**src/rtl/ws2812_pkg.sv**
```systemverilog
// Shared types and default timing for the WS2812/SK6812 pixel line driver.
// Default timing constants assume a 200 MHz system clock.
package ws2812_pkg;

    typedef enum logic [1:0] {
        ST_IDLE  = 2'd0,
        ST_BIT   = 2'd1,
        ST_LATCH = 2'd2
    } ws_state_e;

    localparam int unsigned DEF_PIX_BITS = 32'd24;
    localparam int unsigned DEF_CNT_T0H  = 32'd70;
    localparam int unsigned DEF_CNT_T1H  = 32'd140;
    localparam int unsigned DEF_CNT_BIT  = 32'd250;
    localparam int unsigned DEF_CNT_RST  = 32'd10000;

    // One counter is shared by bit periods and the latch, so size it for the longer one.
    function automatic int unsigned cnt_width(input int unsigned bit_cycles,
                                              input int unsigned rst_cycles);
        int unsigned longest;
        if (bit_cycles > rst_cycles) begin
            longest = bit_cycles;
        end else begin
            longest = rst_cycles;
        end
        return $clog2(longest + 32'd1);
    endfunction

endpackage

```
**src/rtl/ws2812_pixel_out_if.sv**
```systemverilog
// Pixel stream handshake between the frame-buffer reader (master) and the line driver (slave).
interface ws2812_pixel_out_if
    import ws2812_pkg::*;
#(
    parameter int unsigned PIX_BITS = DEF_PIX_BITS
) ();

    logic                pix_valid_in;
    logic [PIX_BITS-1:0] pix_data_in;
    logic                pix_ready_out;
    logic                latch_in;

    modport master (
        output pix_valid_in,
        output pix_data_in,
        output latch_in,
        input  pix_ready_out
    );

    modport slave (
        input  pix_valid_in,
        input  pix_data_in,
        input  latch_in,
        output pix_ready_out
    );

endinterface

```
**src/rtl/ws2812_pixel_out.sv**
```systemverilog
// WS2812/SK6812 line driver: serialises whole pixels MSB-first into NRZ pulses
// and emits the latch low period on request. All outputs are registered.
module ws2812_pixel_out
    import ws2812_pkg::*;
#(
    parameter int unsigned PIX_BITS = DEF_PIX_BITS,
    parameter int unsigned CNT_T0H  = DEF_CNT_T0H,
    parameter int unsigned CNT_T1H  = DEF_CNT_T1H,
    parameter int unsigned CNT_BIT  = DEF_CNT_BIT,
    parameter int unsigned CNT_RST  = DEF_CNT_RST
) (
    input  logic                    clk_in,
    input  logic                    rst_n_in,
    ws2812_pixel_out_if.slave       pix,
    output logic                    busy_out,
    output logic                    ws2812_data_out
);

    localparam int unsigned CNT_W = cnt_width(CNT_BIT, CNT_RST);
    localparam int unsigned IDX_W = (PIX_BITS > 32'd1) ? $clog2(PIX_BITS) : 32'd1;

    localparam logic [CNT_W-1:0] CNT_ZERO = {CNT_W{1'b0}};
    localparam logic [CNT_W-1:0] CNT_ONE  = CNT_W'(32'd1);
    localparam logic [CNT_W-1:0] BIT_LAST = CNT_W'(CNT_BIT - 32'd1);
    localparam logic [CNT_W-1:0] RST_LAST = CNT_W'(CNT_RST - 32'd1);
    localparam logic [CNT_W-1:0] T0H_CNT  = CNT_W'(CNT_T0H);
    localparam logic [CNT_W-1:0] T1H_CNT  = CNT_W'(CNT_T1H);
    localparam logic [IDX_W-1:0] IDX_ZERO = {IDX_W{1'b0}};
    localparam logic [IDX_W-1:0] IDX_ONE  = IDX_W'(32'd1);
    localparam logic [IDX_W-1:0] IDX_TOP  = IDX_W'(PIX_BITS - 32'd1);

    generate
        if (!((CNT_T0H > 32'd0) && (CNT_T0H < CNT_T1H) && (CNT_T1H < CNT_BIT) &&
              (CNT_RST > 32'd0) && (PIX_BITS > 32'd0))) begin : g_bad_cfg
            $error("ws2812_pixel_out: need 0 < CNT_T0H < CNT_T1H < CNT_BIT, CNT_RST > 0, PIX_BITS > 0");
        end
    endgenerate

    ws_state_e           state_r, state_s;
    logic [PIX_BITS-1:0] shreg_r, shreg_s;
    logic [IDX_W-1:0]    idx_r, idx_s;
    logic [CNT_W-1:0]    cnt_r, cnt_s;
    logic [CNT_W-1:0]    thr_s;
    logic                pend_r, pend_s;
    logic                ready_r, ready_s;
    logic                busy_r, busy_s;
    logic                data_r, data_s;
    logic                accept_s;

    // Next-state decode; outputs are derived from the next state so they register in step with it.
    always_comb begin
        accept_s = pix.pix_valid_in & ready_r;
        state_s  = state_r;
        shreg_s  = shreg_r;
        idx_s    = idx_r;
        cnt_s    = cnt_r;
        pend_s   = pend_r;
        case (state_r)
            ST_IDLE: begin
                if (accept_s) begin
                    state_s = ST_BIT;
                    shreg_s = pix.pix_data_in;
                    idx_s   = IDX_TOP;
                    cnt_s   = CNT_ZERO;
                end else if (pend_r) begin
                    state_s = ST_LATCH;
                    cnt_s   = CNT_ZERO;
                    pend_s  = 1'b0;
                end else begin
                    state_s = ST_IDLE;
                end
            end
            ST_BIT: begin
                if (cnt_r == BIT_LAST) begin
                    if (idx_r == IDX_ZERO) begin
                        if (accept_s) begin
                            shreg_s = pix.pix_data_in;
                            idx_s   = IDX_TOP;
                            cnt_s   = CNT_ZERO;
                        end else if (pend_r) begin
                            state_s = ST_LATCH;
                            cnt_s   = CNT_ZERO;
                            pend_s  = 1'b0;
                        end else begin
                            state_s = ST_IDLE;
                            cnt_s   = CNT_ZERO;
                        end
                    end else begin
                        idx_s   = idx_r - IDX_ONE;
                        shreg_s = shreg_r << 1'b1;
                        cnt_s   = CNT_ZERO;
                    end
                end else begin
                    cnt_s = cnt_r + CNT_ONE;
                end
            end
            ST_LATCH: begin
                if (cnt_r == RST_LAST) begin
                    state_s = ST_IDLE;
                    cnt_s   = CNT_ZERO;
                end else begin
                    cnt_s = cnt_r + CNT_ONE;
                end
            end
            default: begin
                state_s = ST_IDLE;
                cnt_s   = CNT_ZERO;
                pend_s  = 1'b0;
            end
        endcase
        // A request arriving while one is pending merges; one arriving during LATCH queues another.
        pend_s  = pend_s | pix.latch_in;
        thr_s   = shreg_s[PIX_BITS-1] ? T1H_CNT : T0H_CNT;
        data_s  = (state_s == ST_BIT) && (cnt_s < thr_s);
        busy_s  = (state_s != ST_IDLE);
        ready_s = ~pend_s & ((state_s == ST_IDLE) |
                             ((state_s == ST_BIT) & (idx_s == IDX_ZERO) & (cnt_s == BIT_LAST)));
    end

    // FSM, datapath and output registers; reset drops the line low immediately.
    always_ff @(posedge clk_in or negedge rst_n_in) begin
        if (!rst_n_in) begin
            state_r <= ST_IDLE;
            shreg_r <= {PIX_BITS{1'b0}};
            idx_r   <= IDX_ZERO;
            cnt_r   <= CNT_ZERO;
            pend_r  <= 1'b0;
            ready_r <= 1'b1;
            busy_r  <= 1'b0;
            data_r  <= 1'b0;
        end else begin
            state_r <= state_s;
            shreg_r <= shreg_s;
            idx_r   <= idx_s;
            cnt_r   <= cnt_s;
            pend_r  <= pend_s;
            ready_r <= ready_s;
            busy_r  <= busy_s;
            data_r  <= data_s;
        end
    end

    assign pix.pix_ready_out = ready_r;
    assign busy_out          = busy_r;
    assign ws2812_data_out   = data_r;

endmodule

```
**src/flat_wrapper.sv**
```systemverilog
// flat-port wrapper written by rule: the top's interface ports become plain ports
module ws2812_pixel_out_flat import ws2812_pkg::*;
#(
    parameter int unsigned PIX_BITS = DEF_PIX_BITS,
    parameter int unsigned CNT_T0H  = DEF_CNT_T0H,
    parameter int unsigned CNT_T1H  = DEF_CNT_T1H,
    parameter int unsigned CNT_BIT  = DEF_CNT_BIT,
    parameter int unsigned CNT_RST  = DEF_CNT_RST
)
  (clk_in, rst_n_in, busy_out, ws2812_data_out, pix_pix_valid_in, pix_pix_data_in, pix_latch_in, pix_pix_ready_out);
  ws2812_pixel_out_if #(.PIX_BITS(PIX_BITS)) pix_i ();
  input  logic clk_in;
  input  logic rst_n_in;
  output logic busy_out;
  output logic ws2812_data_out;
  input wire logic [$bits(pix_i.pix_valid_in)-1:0] pix_pix_valid_in;
  input wire logic [$bits(pix_i.pix_data_in)-1:0] pix_pix_data_in;
  input wire logic [$bits(pix_i.latch_in)-1:0] pix_latch_in;
  output wire logic [$bits(pix_i.pix_ready_out)-1:0] pix_pix_ready_out;
  assign pix_i.pix_valid_in = pix_pix_valid_in;
  assign pix_i.pix_data_in = pix_pix_data_in;
  assign pix_i.latch_in = pix_latch_in;
  assign pix_pix_ready_out = pix_i.pix_ready_out;
  ws2812_pixel_out #(.PIX_BITS(PIX_BITS), .CNT_T0H(CNT_T0H), .CNT_T1H(CNT_T1H), .CNT_BIT(CNT_BIT), .CNT_RST(CNT_RST)) u_core (.clk_in(clk_in), .rst_n_in(rst_n_in), .pix(pix_i), .busy_out(busy_out), .ws2812_data_out(ws2812_data_out));
endmodule
```
**config.mk**
```make
export PLATFORM = sky130hd
export DESIGN_NAME = ws2812_pixel_out_flat
export DESIGN_NICKNAME = d
export VERILOG_FILES = /design/src/rtl/ws2812_pkg.sv /design/src/rtl/ws2812_pixel_out_if.sv /design/src/rtl/ws2812_pixel_out.sv /design/src/flat_wrapper.sv
export SDC_FILE = /design/constraint.sdc
export NUM_CORES = 1
export LEC_CHECK = 0
export BUFFER_PORTS_ARGS = -buffer_cell sky130_fd_sc_hd__buf_2
export CAP_MARGIN = 20
export CELL_PAD_IN_SITES_DETAIL_PLACEMENT = 1
export CELL_PAD_IN_SITES_GLOBAL_PLACEMENT = 1
export CORE_MARGIN = 1.5
export CORE_UTILIZATION = 35
export CTS_BUF_LIST = sky130_fd_sc_hd__clkbuf_4 sky130_fd_sc_hd__clkbuf_8 sky130_fd_sc_hd__clkbuf_16
export DETAILED_ROUTE_END_ITERATION = 12
export PLACE_DENSITY = 0.66
export RECOVER_POWER = 50
export SLEW_MARGIN = 10
export SYNTH_ARGS = -nofsm -noshare
export SYNTH_HDL_FRONTEND = slang
export SYNTH_SLANG_ARGS = --single-unit
```
**constraint.sdc**
```tcl
create_clock -name clk_in -period 5.4 [get_ports clk_in]
set_input_delay 1.62 -clock clk_in [delete_from_list [all_inputs] [get_ports clk_in]]
set_output_delay 1.62 -clock clk_in [all_outputs]
set_load 0.005 [all_outputs]
```
==> summary.md, run 1 <==
| Metric | Value |
|---|---|
| Row count | `31` |
| Vias | `2,276` |
| Cell Chain, Critical Path | `inv_1 > ha_1 > nor4b_1 > o22ai_1 > o21ai_2 > a32oi_1 > inv_1 > ha_1 > o21ai_0 > a31oi_1 > nor4_2` |
| Fin area | `3020 µm²` |
| Worst clock skew | `0.0105 ns` |
| Number of global-route vias before repair | `2,248` |
| Clk Tree Root Cell | `clkbuf_8` |
| Setup violations, final | `0` |
| Worst r2r path cells | `11` |
| Later-pin clock latency in the skew report | `0.32 ns` |
| Synthesized net count | `326` |
| Layout Nets | `350` |
| Final Hold Viols | `0` |
| Critical Path Source Type | `register` |
| Failing checks | `max-capacitance violations, max-slew violations` |
| CTS tree | `done` |
| Req. time, crit path | `5.63 ns` |
| Worst Tran Pin Value | `2.67 ns` |
| Register share of total power | `0.599` |
| Yosys warning total | `0` |
| Worst hold path type | `reg -> reg` |
| Top cell type's share of synthesized area | `0.445` |
| Port Buffers | `30` |
| DRT antenna net count | `0` |
| Reg2reg end | `u_core.ws2812_data_out` |
| First-pass GRT wire length | `11.4 mm` |
| Unrepaired setup endpoints after global routing | `no` |
| Comb pwr share | `0.028` |
| H-tree depth | `2` |
| Synth async-reset ratio | `1.00` |
| Highest Clock Rate | `246 MHz` |
| Mapped cell area | `2700 µm²` |
| DP HPWL | `4.80 mm` |
| Post-synth EDFFs | `0` |
| Critical path class | `reg -> reg` |
| CP max FO | `26` |
| R2r setup slk | `1.33 ns` |
| FF+latch area | `1230 µm²` |
| Post-DP Area | `2940 µm²` |
| Total Routing Usage GR | `0.174` |
| R2R Path Start | `u_core.idx_r[0]` |
| Most frequent cell after synthesis | `nand2_1` |
| Pwr Total | `0.613 mW` |
| Sw Ratio | `0.241` |
| Routed len/inst | `16.4 µm` |
| Critical path capture point | `u_core.ws2812_data_out` |
| DP Worst Slack | `1.24 ns` |
| Area occupied by multi-input gates | `1370 µm²` |
| Switching power | `0.148 mW` |
| Slew headroom | `-0.778` |
| Pwr dens | `203 nW/µm²` |
| Status | `finished, violations left` |
| Worst path max stage delay | `1.14 ns` |
| Initial Util | `0.366` |
| Min cycle time layout | `4.07 ns` |
| Fillcell total | `882` |
| Inserted Diodes | `0` |
| Final Worst Setup Slack | `1.33 ns` |
| P_int | `0.465 mW` |
| Routed wire length | `6.82 mm` |
| Detailed-route DRC error count | `0` |
| Min Hold Slack | `0.508 ns` |
| Cell accounting for the most synthesized area | `dfrtp_1` |
| Clk sinks | `49` |
| DR iter-0 viols | `124` |
| CP arrival | `4.30 ns` |
| Clock power frac | `0.373` |
| Die Area | `8250 µm²` |
| Cts repair resizes | `0` |
| Netlist cell types | `58` |
| Clk slew on worst S/H paths | `0.10 ns` |
| Critical path's top delay family | `compound AO/OA/AOI/OAI gates` |
| Num CTS Buffers | `5` |
| Fin crit share | `0.753` |
| Syn avg cell area | `9.24 µm²` |
| Die Height | `90.8 µm` |
| IO Pins | `31` |
| Leakage power | `1.41 nW` |
| Deepest clock path buffer count | `2` |
| Ys flop type | `dfrtp_1` |
| Maxcap violations | `1` |
| Post-Syn Instances | `292` |
| Worst Setup SP | `u_core.idx_r[0]` |
| Pin count of the biggest net entering global routing | `50` |
| DR pass1 iterations | `5` |
| CTS Hold Bufs | `0` |
| Gpl congestion | `0.749` |
| Initial antenna violation count | `0` |
| Top post-synthesis cells by count | `nand2_1 (64), dfrtp_1 (48), a22oi_1 (22)` |
| VDD IR-drop max | `0.104 mV` |
| Register area share after synthesis | `0.455` |
| Worst Path Buf+Inv | `2` |
| Die width | `90.8 µm` |
| Core Region | `7370 µm²` |
| Fin. max-slew vios | `50` |
| CP Capture Type | `register` |
| Setup tns final | `0 ns` |
| Final global-route overflow total | `0` |
| Number of synthesized register bits | `49` |
| Critical path depth in cells | `11` |
| # Post-CTS Setup Buffers | `0` |
| Layout cells sized above 1 | `0.170` |
| Slowest CP cell | `nor4b_1` |
| Area Overhead vs Synth | `12.0%` |
| Area contributors post-synth | `dfrtp_1 (45%), nand2_1 (8.9%), a22oi_1 (6.1%)` |
| Via density | `5.47` |
## worst min-delay path by stage
stage	endpoint	slack [ns]	depth (start not counted)	from
after floorplan	u_core.shreg_r[0]	0.45	1	u_core.shreg_r[0]
after global placement	u_core.shreg_r[0]	0.47	1	u_core.shreg_r[0]
after detailed placement	u_core.shreg_r[0]	0.47	1	u_core.shreg_r[0]
after CTS	u_core.shreg_r[0]	0.51	1	u_core.shreg_r[0]
after global routing	u_core.shreg_r[0]	0.53	1	u_core.shreg_r[0]
final	u_core.shreg_r[0]	0.51	1	u_core.shreg_r[0]
## cell type report
cell class                 instances  share of cell area
inverter                          10              0.0124
timing repair buffer              33              0.0559
clock buffer                       5              0.0228
clock inverter                     3             0.00745
sequential                        49               0.406
multi-input combinational        217               0.454
tap                               99              0.0410
## flip-flops by register name, indices dropped and copies added (netlist names)
name                      flops
u_core.state_r                2
u_core.idx_r                  5
u_core.ws2812_data_out        1
u_core.pend_r                 1
u_core.busy_out               1
u_core.shreg_r               24
u_core.pix.pix_ready_out      1
u_core.cnt_r                 14
## cells in the final DEF (no fill, tap or decap), drive strengths merged, types with 2 or more instances in the layout
cell type,count
a222oi,2
a21oi,8
nor3b,3
xor2,2
nand3,7
a2111oi,2
or2,2
ha,6
nor4bb,3
inv,10
nor2b,2
nand4,6
a21o,5
mux2i,2
nand2b,3
o22ai,2
o31a,2
clkbuf,6
or3,5
nor3,4
and3,3
or4,4
a211oi,2
nor4,4
clkinvlp,3
nand2,65
a31oi,4
buf,32
o31ai,2
a22oi,22
xnor2,2
nor2,10
o21ai,17
dfrtp,48
## power groups by stage
| stage | registers [mW] | logic, mW | clock network (mW) |
|---|---|---|---|
| finish | 0.367 | 0.0174 | 0.228 |
| global route | 0.367 | 0.0201 | 0.248 |
| CTS | 0.367 | 0.0189 | 0.238 |
| detailed placement | 0.374 | 0.0188 | 0 |
| global placement | 0.374 | 0.0188 | 0 |
| floorplan | 0.374 | 0.000180 | 0 |
## kinds of logic (layout without fill, tap and decap cells)
| kind of cell | Yosys count | after routing | synth area share |
|---|---|---|---|
| compound gates | 80 | 80 | 0.212 |
| xor+xnor | 4 | 4 | 0.0130 |
| fa+ha+maj | 6 | 6 | 0.0278 |
| buf+inv | 26 | 51 | 0.0380 |
| flops | 49 | 49 | 0.455 |
| mux | 2 | 2 | 0.00742 |
| simple gates | 125 | 125 | 0.247 |
## worst register-to-register path, cell delays in order (launching register included)
cell and delay [ns]:
dfrtp_1 0.39, inv_1 0.09, ha_1 0.23, nor4b_1 1.14, o22ai_1 0.32, o21ai_2 0.49
a32oi_1 0.28, inv_1 0.16, ha_1 0.23, o21ai_0 0.28, a31oi_1 0.10, nor4_2 0.27
## routing by layer
layer | part of all wire | routed length (µm) | GRT usage
met1 | 0.51 | 3490 | 0.259
met5 | 0 | 0 | 0
met2 | 0.45 | 3080 | 0.258
met3 | 0.025 | 172 | 0.0286
met4 | 0.011 | 77 | 0.0508
## per-stage QoR
stage               cells  utilization
finish                416        0.410
global route          416        0.410
CTS                   416        0.411
detailed placement    408        0.399
global placement      408        0.399
floorplan             292            -
Note: power is estimated with default switching activity, not from simulation.
==> run 2: changes to the inputs <==
- PLACE_DENSITY: 0.66 -> 0.68
- clock period: 5.4 -> 3.68 ns (I/O delays scaled with it)
==> run 2 against run 1 <==
- the flow still finishes with violations (max-capacitance violations, max-slew violations)
- clock-buffer cell count rose by 1
- cell count rose by 3.4%
- setup slack worse by 1.1 ns
- via count rose by 4.3%
- power increased by 47%
==> summary.md, run 2 (synthesis gave the netlist of run 1 again) <==
| Metric | Value |
|---|---|
| Status | `finished, violations left` |
| Failing checks | `max-capacitance violations, max-slew violations` |
| Worst Tran Pin Value | `1.66 ns (-1.00 ns)` |
| Vias | `2,374 (+4.3%)` |
| Routed wire length | `7.32 mm (+7.3%)` |
| Fin crit share | `0.941 (+0.188)` |
| H-tree depth | `2 (unchanged)` |
| Leakage power | `1.46 nW (+3.5%)` |
| Fin. max-slew vios | `31 (-38%)` |
| Cell Chain, Critical Path | `or4_4 > or4_4 > or4_1 > a32oi_1 > inv_1 > ha_1 > a2111oi_0 > a31oi_1 > nor4_2` |
| IO Pins | `31 (unchanged)` |
| First-pass GRT wire length | `12.7 mm (+12%)` |
| Clk sinks | `49 (unchanged)` |
| Critical path class | `reg -> reg` |
| Pwr dens | `290 nW/µm² (+43%)` |
| Min Hold Slack | `0.510 ns (+0.00186 ns)` |
| CP dominant cell by count | `or4_4` |
| Hold path startpoint | `u_core.shreg_r[4]` |
| Highest Clock Rate | `289 MHz (+17%)` |
| Hold endpoint | `u_core.shreg_r[4]` |
| Non-filler cells, final | `430 (+3.4%)` |
| Clk slew on worst S/H paths | `0.10 ns (about the same)` |
| Cts repair resizes | `0 (unchanged)` |
| Commonest non-fill, non-tap cell in the layout | `nand2_1` |
| CTS tree | `done` |
| Reg2reg end | `u_core.ws2812_data_out` |
| Final Hold Viols | `0 (unchanged)` |
| DR pass1 iterations | `4 (-1)` |
| Hold depth | `2 (+1)` |
| Worst r2r path cells | `9 (-2)` |
| Core Region | `7370 µm² (unchanged)` |
| Dpl cells | `422 (+3.4%)` |
| Num CTS Buffers | `5 (unchanged)` |
| Row count | `31 (unchanged)` |
| Via density | `5.52 (+0.91%)` |
| Commonest non-fill, non-tap cells in the layout | `nand2_1 (64), dfrtp_1 (48), buf_2 (29), a22oi_1 (22), o21ai_0 (16)` |
| Largest registers | `u_core.shreg_r x24, u_core.cnt_r x14, u_core.idx_r x5` |
| CP arrival | `3.69 ns (-0.61 ns)` |
| Min cycle time layout | `3.46 ns (-0.605 ns)` |
| Critical Path Source Type | `register` |
| Layout Nets | `364 (+4.0%)` |
| Req. time, crit path | `3.91 ns (-1.72 ns)` |
| DP HPWL | `5.39 mm (+12%)` |
| Setup tns final | `0 ns (unchanged)` |
| Area Overhead vs Synth | `15.3%` |
| Deepest clock path buffer count | `2 (unchanged)` |
| Later-pin clock latency in the skew report | `0.31 ns (about the same)` |
| Routed len/inst | `17.0 µm (+3.9%)` |
| Final global-route overflow total | `0 (unchanged)` |
| Worst clock skew | `0.00504 ns (-0.00542 ns)` |
| Detailed-route DRC error count | `0 (unchanged)` |
| Die Area | `8250 µm² (unchanged)` |
| Number of global-route vias before repair | `2,471 (+9.9%)` |
| Pin count of the biggest net entering global routing | `31 (-38%)` |
| Slowest CP cell | `or4_4` |
| CTS Hold Bufs | `0 (unchanged)` |
| Most flops, register | `u_core.shreg_r` |
| Total Routing Usage GR | `0.193 (+0.0187)` |
| Slew headroom | `-0.110 (+0.668)` |
| Initial antenna violation count | `0 (unchanged)` |
| Port Buffers | `30 (unchanged)` |
| VDD IR-drop max | `0.183 mV (+75%)` |
| CP Capture Type | `register` |
| Unrepaired setup endpoints after global routing | `no` |
| Worst hold path type | `reg -> reg` |
| # Post-CTS Setup Buffers | `0 (unchanged)` |
| DRT antenna net count | `0 (unchanged)` |
| Inserted Diodes | `0 (unchanged)` |
| Worst path max stage delay | `0.56 ns (-0.58 ns)` |
| Maxcap violations | `1 (unchanged)` |
| Largest register FFs | `24 (unchanged)` |
| Clk Tree Root Cell | `clkbuf_8` |
| Setup violations, final | `0 (unchanged)` |
| Gpl congestion | `0.784 (+4.6%)` |
| DR iter-0 viols | `111 (-10%)` |
| Initial Util | `0.366 (unchanged)` |
| R2r setup slk | `0.22 ns (-1.12 ns)` |
| CP max FO | `6 (-77%)` |
| Layout cells sized above 1 | `0.199 (+0.0290)` |
| Die width | `90.8 µm (unchanged)` |
| R2R Path Start | `u_core.cnt_r[11]` |
| Die Height | `90.8 µm (unchanged)` |
-- run 2: worst max-delay path by stage --
stage / to / from / slack [ns] / cells past startpoint
3_3_place_gp: u_core.ws2812_data_out / u_core.cnt_r[11] / 0.37 / 9
4_1_cts: u_core.ws2812_data_out / u_core.cnt_r[11] / 0.19 / 9
5_1_grt: u_core.ws2812_data_out / u_core.cnt_r[11] / 0.03 / 9
3_5_place_dp: u_core.ws2812_data_out / u_core.cnt_r[11] / 0.19 / 9
2_1_floorplan: u_core.ws2812_data_out / u_core.cnt_r[2] / 0.36 / 10
6_report: u_core.ws2812_data_out / u_core.cnt_r[11] / 0.22 / 9
-- run 2: area by class of cell --
cell class	count	area, µm²
well taps	99	124
clock inverters	2	15.0
repair buffers	47	269
clock buffers	6	76.3
multi-input cells	217	1360
fillers	881	4260
flip-flops and latches	49	1230
inverters	10	37.5
-- run 2: layer usage --
metal | GRT usage | up-vias | part of all wire
met3 | 0.0354 | 7 | 0.033
met4 | 0.0495 | 0 | 0.014
met5 | 0 | - | 0
met1 | 0.271 | 1183 | 0.50
li1 | - | 1149 | -
met2 | 0.305 | 35 | 0.46
-- run 2: worst max-delay path: cells and delay by family (launching register included) --
family | cells | cell delay [ns]
buf+inv | 1 | 0.09
compound gates | 3 | 0.79
simple gates | 4 | 1.83
fa+ha+maj | 1 | 0.20
flops | 1 | 0.45
-- run 2: per-stage QoR --
stage                     utilization  setup slack (ns)  cell area [µm²]  power (mW)
final                           0.422             0.217             3110       0.901
after global routing            0.422            0.0318             3110       0.939
after CTS                       0.426             0.187             3140       0.918
after detailed placement        0.413             0.188             3050       0.577
after global placement          0.413             0.372             3050       0.577
after floorplan                     -             0.364             2700       0.549
-- run 2: where the power goes --
group / switching (mW) / internal, mW / total, mW / leakage, nW
Clock: 0.196 / 0.142 / 0.337 / 0.0408
Sequential: 0.0000000000000000358 / 0.538 / 0.538 / 0.614
Combinational: 0.0156 / 0.0105 / 0.0261 / 0.801
Total: 0.211 / 0.690 / 0.901 / 1.46
==> run 3: changes to the inputs <==
- RECOVER_POWER: 50 -> 100
==> run 3 against run 2 <==
- the run still ends with max-capacitance violations, max-slew violations left
- global-route usage unchanged
- final area down 0.80%
- clock skew down 0.00070 ns
- flip-flop and latch count unchanged
- routed wire length down 0.56%
- first-iteration DRC count down 16%
- die area unchanged
- clock-buffer cell count unchanged
- cell count unchanged
- setup slack better by 0.0042 ns
- combinational power about the same
- largest power group unchanged
==> summary.md, run 3 (synthesis gave the netlist of run 1 again) <==
| Metric | Value |
|---|---|
| Status | `finished, violations left` |
| Failing checks | `max-capacitance violations, max-slew violations` |
| Die Area | `8250 µm² (unchanged)` |
| Highest Clock Rate | `289 MHz (+0.12%)` |
| Fillcell total | `884 (+0.34%)` |
| Fin. max-slew vios | `31 (unchanged)` |
| Post-DP Area | `3050 µm² (unchanged)` |
| Later-pin clock latency in the skew report | `0.31 ns (about the same)` |
| CP dominant cell by count | `or4_4` |
| Row count | `31 (unchanged)` |
| H-tree depth | `2 (unchanged)` |
| Number of global-route vias before repair | `2,471 (unchanged)` |
| Port Buffers | `30 (unchanged)` |
| Commonest non-fill, non-tap cell in the layout | `nand2_1` |
| Final global-route overflow total | `0 (unchanged)` |
| CP max FO | `6 (unchanged)` |
| Critical Path Source Type | `register` |
| Core Region | `7370 µm² (unchanged)` |
| Layout cells sized above 1 | `0.178 (-0.0211)` |
| Inserted Diodes | `0 (unchanged)` |
| Fin crit share | `0.940 (-0.00113)` |
| Final Worst Setup Slack | `0.221 ns (+0.00417 ns)` |
| Via density | `5.51 (-0.17%)` |
| Slowest CP cell | `or4_4` |
| Deepest clock path buffer count | `2 (unchanged)` |
| Worst clock skew | `0.00434 ns (-0.000697 ns)` |
| DR pass1 iterations | `5 (+1)` |
| Largest register FFs | `24 (unchanged)` |
| Cell Chain, Critical Path | `or4_4 > or4_4 > or4_1 > a32oi_1 > inv_1 > ha_1 > a2111oi_0 > a31oi_1 > nor4_2` |
| Gpl congestion | `0.784 (unchanged)` |
| Clock power frac | `0.374 (about the same)` |
| Clk sinks | `49 (unchanged)` |
| Initial Util | `0.366 (unchanged)` |
| Setup tns final | `0 ns (unchanged)` |
| Pin count of the biggest net entering global routing | `31 (unchanged)` |
| # Post-CTS Setup Buffers | `0 (unchanged)` |
| Critical path class | `reg -> reg` |
| IO Pins | `31 (unchanged)` |
| Cts repair resizes | `0 (unchanged)` |
| Pwr dens | `292 nW/µm² (+0.73%)` |
| CTS Hold Bufs | `0 (unchanged)` |
| Dpl cells | `422 (unchanged)` |
| Clk Tree Root Cell | `clkbuf_8` |
| Worst hold path type | `reg -> reg` |
| Req. time, crit path | `3.90 ns (about the same)` |
| CTS tree | `done` |
| CP arrival | `3.68 ns (about the same)` |
| CP Capture Type | `register` |
| Commonest non-fill, non-tap cells in the layout | `nand2_1 (65), dfrtp_1 (48), buf_2 (28), a22oi_1 (22), o21ai_0 (16)` |
| Num CTS Buffers | `5 (unchanged)` |
| Maxcap violations | `1 (unchanged)` |
| Clk slew on worst S/H paths | `0.10 ns (about the same)` |
| DP Worst Slack | `0.188 ns (unchanged)` |
| Worst path max stage delay | `0.56 ns (about the same)` |
| Slew headroom | `-0.113 (-0.00299)` |
| Final Hold Viols | `0 (unchanged)` |
| Most flops, register | `u_core.shreg_r` |
| P_int | `0.690 mW (about the same)` |
| Area occupied by multi-input gates | `1350 µm² (-0.73%)` |
| Non-filler cells, final | `430 (unchanged)` |
| Min cycle time layout | `3.46 ns (-0.00417 ns)` |
| DP HPWL | `5.39 mm (unchanged)` |
| Largest registers | `u_core.shreg_r x24, u_core.cnt_r x14, u_core.idx_r x5` |
| Routed len/inst | `16.9 µm (-0.56%)` |
| Unrepaired setup endpoints after global routing | `no` |
| Die Height | `90.8 µm (unchanged)` |
| DRT antenna net count | `0 (unchanged)` |
| Vias | `2,370 (-0.17%)` |
| Leakage power | `1.44 nW (-1.1%)` |
| Fin area | `3090 µm² (-0.80%)` |
| Sw Ratio | `0.234 (-0.000486)` |
| FF+latch area | `1230 µm² (unchanged)` |
| First-pass GRT wire length | `12.7 mm (unchanged)` |
| DR iter-0 viols | `93 (-16%)` |
| Detailed-route DRC error count | `0 (unchanged)` |
| Layout Nets | `364 (unchanged)` |
| Area Overhead vs Synth | `14.4%` |
| Setup violations, final | `0 (unchanged)` |
| Switching power | `0.211 mW (-0.28%)` |
| Routed wire length | `7.28 mm (-0.56%)` |
| Pwr Total | `0.901 mW (about the same)` |
| Register share of total power | `0.597 (about the same)` |
| Initial antenna violation count | `0 (unchanged)` |
| Comb pwr share | `0.029 (about the same)` |
| Min Hold Slack | `0.510 ns (-0.0000370 ns)` |
| Die width | `90.8 µm (unchanged)` |
| VDD IR-drop max | `0.183 mV (about the same)` |
| Worst Tran Pin Value | `1.67 ns (+0.00449 ns)` |
| Util after Layout | `0.419 (-0.00340)` |
| Total Routing Usage GR | `0.193 (unchanged)` |
## run 3: worst paths after layout
kind / startpoint / end / slack [ns] / cells past startpoint
max in group asynchronous: rst_n_in / u_core.cnt_r[10] / 1.25 / 2
hold reg to reg: u_core.shreg_r[4] / u_core.shreg_r[4] / 0.51 / 2
setup / recovery: u_core.cnt_r[11] / u_core.ws2812_data_out / 0.22 / 9
hold / removal: u_core.shreg_r[4] / u_core.shreg_r[4] / 0.51 / 2
setup reg to reg: u_core.cnt_r[11] / u_core.ws2812_data_out / 0.22 / 9
min in group asynchronous: rst_n_in / u_core.cnt_r[2] / 1.21 / 1
## run 3: power groups by stage
stage | clock network, mW | logic, mW | registers (mW)
floorplan | 0 | 0.000264 | 0.549
global placement | 0 | 0.0281 | 0.549
detailed placement | 0 | 0.0285 | 0.549
CTS | 0.351 | 0.0285 | 0.538
global route | 0.370 | 0.0302 | 0.538
finish | 0.337 | 0.0261 | 0.538
## run 3: layer usage
layer  vias up  global-route usage  wire length [µm]
li1       1147                   -                 -
met4         0              0.0495               104
met1      1180               0.271              3610
met5         -                   0                 0
met3         7              0.0354               233
met2        36               0.305              3340
## run 3: layout make-up
cell class                      count  area share
Inverter                           10      0.0122
Clock inverter                      2     0.00486
Clock buffer                        6      0.0247
Timing Repair Buffer               47      0.0823
Tap cell                           99      0.0401
Multi-Input combinational cell    217       0.438
Sequential cell                    49       0.397
## run 3: worst max-delay path: cells and delay by family, from the launching register on
family                   cells  cell delay (ns)
buffers and inverters        1             0.09
adder cells (fa/ha/maj)      1             0.20
AO/OA/AOI/OAI                3             0.79
flip-flops                   1             0.45
AND/OR/NAND/NOR              4             1.83
